===== src/rtl/mem_stream_reader.sv =====
// Strided read-stream front end: walks base + k*stride over a 1-cycle memory and
// streams returned words through a small credit-managed FIFO.
module mem_stream_reader #(
  parameter int WIDTH      = 64,
  parameter int CNT_W      = 16,
  parameter int FIFO_DEPTH = 4
) (
  input  logic             clk,
  input  logic             rst,
  input  logic             start,
  input  logic [31:0]      base_addr,
  input  logic [CNT_W-1:0] num_words,
  input  logic [CNT_W-1:0] stride,
  output logic             busy,
  output logic             done,
  output logic [31:0]      mem_addr,
  output logic             mem_write_en,
  input  logic [WIDTH-1:0] mem_data_out,
  output logic             out_valid,
  input  logic             out_ready,
  output logic [WIDTH-1:0] out_data
);

  localparam int PTR_W = $clog2(FIFO_DEPTH);
  localparam logic [PTR_W+1:0] DEPTH_L = (PTR_W+2)'(FIFO_DEPTH);

  typedef enum logic [1:0] {IDLE, RUN, DRAIN} state_t;

  state_t           state;
  logic [CNT_W-1:0] remaining;
  logic [CNT_W-1:0] stride_q;
  logic             issued_v;
  logic             sampled_v;

  logic [WIDTH-1:0] fifo_mem [FIFO_DEPTH];
  logic [PTR_W-1:0] wr_ptr;
  logic [PTR_W-1:0] rd_ptr;
  logic [PTR_W:0]   fifo_count;

  logic             push;
  logic             pop;
  logic [PTR_W+1:0] occupancy;
  logic             issue;
  logic             drain_done;

  // Words already buffered plus reads still in the pipe must fit in the FIFO.
  assign push       = sampled_v;
  assign pop        = out_valid && out_ready;
  assign occupancy  = (PTR_W+2)'(fifo_count) + (PTR_W+2)'(issued_v) + (PTR_W+2)'(sampled_v);
  assign issue      = (state == RUN) && (remaining != '0) && (occupancy < DEPTH_L);
  assign drain_done = (state == DRAIN) && !issued_v && !sampled_v &&
                      ((fifo_count == '0) || ((fifo_count == (PTR_W+1)'(1)) && pop));

  assign busy         = (state != IDLE);
  assign mem_write_en = 1'b0;
  assign out_valid    = (fifo_count != '0);
  assign out_data     = out_valid ? fifo_mem[rd_ptr] : '0;

  always_ff @(posedge clk) begin
    if (rst) begin
      state      <= IDLE;
      remaining  <= '0;
      stride_q   <= '0;
      mem_addr   <= '0;
      issued_v   <= 1'b0;
      sampled_v  <= 1'b0;
      wr_ptr     <= '0;
      rd_ptr     <= '0;
      fifo_count <= '0;
      done       <= 1'b0;
    end else begin
      done      <= 1'b0;
      sampled_v <= issued_v;
      issued_v  <= 1'b0;
      if (push) wr_ptr <= wr_ptr + 1'b1;
      if (pop)  rd_ptr <= rd_ptr + 1'b1;
      fifo_count <= fifo_count + (PTR_W+1)'(push) - (PTR_W+1)'(pop);

      case (state)
        IDLE: begin
          if (start) begin
            stride_q <= stride;
            if (num_words == '0) begin
              remaining <= '0;
              state     <= DRAIN;
            end else begin
              mem_addr  <= base_addr;
              issued_v  <= 1'b1;
              remaining <= num_words - CNT_W'(1);
              state     <= RUN;
            end
          end
        end
        RUN: begin
          if (issue) begin
            mem_addr  <= mem_addr + 32'(stride_q);
            issued_v  <= 1'b1;
            remaining <= remaining - CNT_W'(1);
          end
          if ((remaining == '0) || (issue && (remaining == CNT_W'(1)))) state <= DRAIN;
        end
        DRAIN: begin
          // Finish on the edge that retires the last beat so done follows it directly.
          if (drain_done) begin
            state <= IDLE;
            done  <= 1'b1;
          end
        end
        default: state <= IDLE;
      endcase
    end
  end

  always_ff @(posedge clk) begin
    if (!rst && push) fifo_mem[wr_ptr] <= mem_data_out;
  end

endmodule


===== config.mk =====
export PLATFORM = sky130hd
export DESIGN_NAME = mem_stream_reader
export DESIGN_NICKNAME = d
export VERILOG_FILES = /design/src/rtl/mem_stream_reader.sv
export SDC_FILE = /design/constraint.sdc
export NUM_CORES = 1
export LEC_CHECK = 0
export CORE_ASPECT_RATIO = 0.75
export CORE_MARGIN = 8
export CORE_UTILIZATION = 49
export DETAILED_ROUTE_END_ITERATION = 10
export PLACE_DENSITY = 0.83
export SYNTH_ARGS = -nofsm -noshare
export SYNTH_HDL_FRONTEND = slang
export SYNTH_SLANG_ARGS = --single-unit

===== constraint.sdc =====
create_clock -name clk -period 2.8 [get_ports clk]
set_input_delay 0.28 -clock clk [delete_from_list [all_inputs] [get_ports clk]]
set_output_delay 0.28 -clock clk [all_outputs]
set_load 0.02 [all_outputs]

==> metrics.md <==
| Metric | Value |
|---|---|
| Flop pwr share | `37.4%` |
| Final worst path period share | `97.45%` |
| Die X | `216.5 um` |
| Outcome | `finished clean` |
| First-pass GRT wire length | `57.64 mm` |
| Cell area power density | `825.2 mW/mm^2` |
| Internal Power | `10.85 mW` |
| Post-synthesis cell area | `0.01478 mm^2` |
| CTS Buffer Depth | `3` |
| Crit Path Max Fanout | `9` |
| Hold Path End | `stride_q[2]$_SDFFE_PP0P_` |
| Relative slew margins | `50.62%` |
| R2R depth | `9` |
| Rows | `55` |
| Vias per inst | `5.808` |
| Post-synthesis cell count | `1076` |
| Residual DRC | `0` |
| Clock root buffer | `clkbuf_16` |
| WS Path Type | `reg2out` |
| Clk_skew | `25.20 ps` |
| I/O Pins | `232` |
| Vias in the first global route | `10310` |
| HP Class | `in2reg` |
| CTS Buf Count | `34` |
| Final ANT Viol Nets | `0` |
| Total power | `15.65 mW` |
| Gr ovfl total | `0` |
| Largest net degree at the start of global routing | `68` |
| Setup Total Neg Slack | `0 ps` |
| Cell variety after synth | `72` |
| Mean post-synth cell area | `13.73 um^2` |
| Initial antenna violation count | `3` |
| Logic pwr share | `33.4%` |
| Post-synthesis cell type with the largest combined area | `edfxtp_1` |
| Fmax | `0.3665 GHz` |
| WL final | `36.57 mm` |
| TritonCTS clock tree | `yes` |
| CP startpoint kind | `register` |
| Primary FF master, synth | `edfxtp_1` |
| # port buffers | `230` |
| Slew Limit Fails | `0` |
| Maximum vdd ir drop | `0.0004995 V` |
| Initial core utilization | `49.36%` |
| GP Congestion | `0.8994` |
| Worst Tran Pin Value | `740.8 ps` |
| Seq/Total Area, Yosys | `62.60%` |
| Per-cell routed wire length | `20.91 um` |
| Net Switching | `4.797 mW` |
| Total global-route track usage | `19.84%` |
| Cts-stage hold buffer count | `0` |
| Async set-reset flop share out of synthesis | `0%` |
| Die Y | `166.4 um` |
| Area Overhead vs Synth | `28.37%` |
| Setup slack, reg-to-reg | `200 ps` |
| Final setup violation count | `0` |
| Minimum clock period | `2729 ps` |
| Final hold violation count | `0` |
| DRC marker count from the first detailed-route iteration | `876` |
| Clock insertion delay at the later pin of the skew report | `520 ps` |
| Share of post-route cells with drive strength above 1 | `13.86%` |
| DR pass1 iterations | `5` |
| Worst R2R Start | `mem_addr[0]$_SDFFE_PP0P_` |
| Hold depth | `3` |
| Critical Path AT | `2450 ps` |
| Synthesized flop and latch total | `334` |
| Static Leak | `6.604 nW` |
| Clock sink total | `334` |
| Worst setup EP type | `output port` |
| Detailed placer's ending HPWL | `24.25 mm` |
| # H-tree levels | `2` |
| Max-cap violations | `0` |
| Via count | `10160` |
| Post-synth top area share | `52.03%` |
| Hold path startpoint | `stride[2]` |
| CP Data Required Time | `2520 ps` |
| Post-Syn Nets | `1239` |
| Clock power frac | `29.2%` |
| Ys Warns | `0` |
| Die ar. | `0.03602 mm^2` |
| Final nets | `1489` |
| Synth area leaders | `edfxtp_1 52%, dfxtp_1 11%, mux4_2 9.8%` |
| Clk pin slew, worst setup/hold paths | `70 ps` |
| EDFF count, synth | `256` |
| Core area | `0.02994 mm^2` |
| Sw Ratio | `30.65%` |
| RR Endpoint | `mem_addr[6]$_SDFFE_PP0P_` |
==> area by class of cell <==
| class | instances | area [um^2] |
|---|---|---|
| Fill cell | 2208 | 10970 |
| Sequential cell | 334 | 9256 |
| Multi-Input combinational cell | 659 | 5180 |
| Timing Repair Buffer | 279 | 2839 |
| Clock buffer | 44 | 928.4 |
| Tap cell | 399 | 499.2 |
| Clock inverter | 15 | 193.9 |
| Inverter | 18 | 67.56 |
| Antenna cell | 1 | 2.502 |
==> repair_timing <==
action                                  in CTS  in global routing
gates resized for setup                      5                 17
pin swaps                                    0                  1
endpoints found under the setup margin      54                 30
buffers inserted                             2                  4
==> Yosys cell counts, types with 4 or more instances <==
| cell type | count |
|---|---|
| edfxtp_1 | 256 |
| a31oi_1 | 8 |
| o31ai_1 | 4 |
| mux4_2 | 64 |
| nand3_1 | 15 |
| o22ai_1 | 11 |
| and2_1 | 77 |
| nor3b_1 | 7 |
| nand2_1 | 86 |
| ha_1 | 29 |
| nor3_1 | 17 |
| a311oi_1 | 18 |
| nor2b_1 | 6 |
| and4_1 | 5 |
| nor4_1 | 5 |
| a21o_1 | 6 |
| clkbuf_1 | 49 |
| nand4_1 | 7 |
| and3_1 | 16 |
| o21a_1 | 4 |
| inv_1 | 18 |
| a21oi_1 | 65 |
| a211oi_1 | 18 |
| dfxtp_1 | 78 |
| buf_1 | 7 |
| xor2_1 | 11 |
| o21ai_0 | 37 |
| o211ai_1 | 6 |
| mux2i_1 | 7 |
| nor2_1 | 62 |
| xnor2_1 | 16 |
==> metal layers <==
layer / global-route usage, % / wire, um / vias up
li1: - / - / 4625
met1: 26.49 / 15520 / 5059
met2: 32.75 / 17740 / 410
met3: 3.986 / 2435 / 60
met4: 5.430 / 837 / 4
met5: 0 / 28 / -
==> critical path, stage by stage (launching register included) <==
cell and delay, ps:
dfxtp_4 480, buf_4 220, mux4_2 520, and2_1 180, clkdlybuf4s50_1 550
==> state kept, by name, indices dropped and copies added, names as in the netlist, named ones only <==
name and count:
push 1, issued_v 1, fifo_count 3, stride_q 16, rd_ptr 2, wr_ptr 2
mem_addr 32, state 2, remaining 16, fifo_mem 256, done 1
==> power by group through the flow <==
stage	sequential (mW)	clock, mW	combinational [mW]
after floorplan	5.94	0	3.03
after global placement	5.97	0	5.10
after detailed placement	5.98	0	5.17
after CTS	5.85	4.65	5.27
after global routing	5.89	4.85	5.61
final	5.85	4.57	5.23
==> metrics by stage <==
stage	setup slack [ps]	hold slack [ps]	utilization, %	cell area, um^2	cells
2_1_floorplan	214.3	378.9	-	14780	1076
3_3_place_gp	195.9	448.7	59.28	17740	1683
3_5_place_dp	70.74	451.9	59.28	17740	1683
4_1_cts	-2.191	295.0	63.11	18890	1744
5_1_grt	-0.05662	319.4	63.36	18970	1749
6_report	71.33	312.9	63.36	18970	1749
==> kinds of logic after synthesis <==
| kind of cell | count (synthesis) | share of synthesized area (%) |
|---|---|---|
| other | 1 | 0.02538 |
| buffers and inverters | 83 | 2.430 |
| AOI/OAI and AO/OA | 199 | 8.595 |
| muxes | 71 | 10.23 |
| adders and majority gates | 31 | 2.727 |
| and+or+nand+nor | 330 | 11.80 |
| DFF | 334 | 62.60 |
| xor gates and xnor gates | 27 | 1.600 |
==> how the worst max path moves through the flow <==
| stage | start | end | slack [ps] | cells past startpoint |
|---|---|---|---|---|
| after floorplan | rst | fifo_mem[0][0]$_DFFE_PP_ | 210 | 3 |
| after global placement | mem_addr[0]$_SDFFE_PP0P_ | mem_addr[28]$_SDFFE_PP0P_ | 200 | 8 |
| after detailed placement | mem_addr[0]$_SDFFE_PP0P_ | mem_addr[28]$_SDFFE_PP0P_ | 70 | 8 |
| after CTS | register | out_data[31] | -2 | 4 |
| after global routing | register | out_data[43] | -0.06 | 4 |
| final | register | out_data[32] | 70 | 4 |
==> cell usage in the layout (no fill, tap or decap), types with 5 or more instances in the layout <==
| cell type | synthesis | layout |
|---|---|---|
| o211ai_1 | 6 | 6 |
| nand4_1 | 7 | 7 |
| edfxtp_1 | 256 | 256 |
| nor2b_1 | 6 | 5 |
| a311oi_1 | 18 | 18 |
| o21ai_0 | 37 | 37 |
| ha_1 | 29 | 29 |
| o22ai_1 | 11 | 11 |
| nor2_1 | 62 | 62 |
| clkbuf_16 | 0 | 34 |
| xor2_1 | 11 | 11 |
| and4_1 | 5 | 5 |
| and2_1 | 77 | 77 |
| mux4_2 | 64 | 64 |
| buf_4 | 3 | 37 |
| nor4_1 | 5 | 5 |
| a211oi_1 | 18 | 18 |
| dlymetal6s2s_1 | 0 | 15 |
| buf_12 | 0 | 11 |
| nor3b_1 | 7 | 7 |
| xnor2_1 | 16 | 16 |
| nand2_1 | 86 | 86 |
| a21o_1 | 6 | 6 |
| inv_1 | 18 | 18 |
| and3_1 | 16 | 12 |
| nor3_1 | 17 | 17 |
| mux2i_1 | 7 | 7 |
| a31oi_1 | 8 | 8 |
| a21oi_1 | 65 | 65 |
| dfxtp_1 | 78 | 76 |
| nand3_1 | 15 | 15 |
| clkbuf_1 | 49 | 6 |
| clkdlybuf4s50_1 | 0 | 210 |
Note: power is estimated with default switching activity, not from simulation.
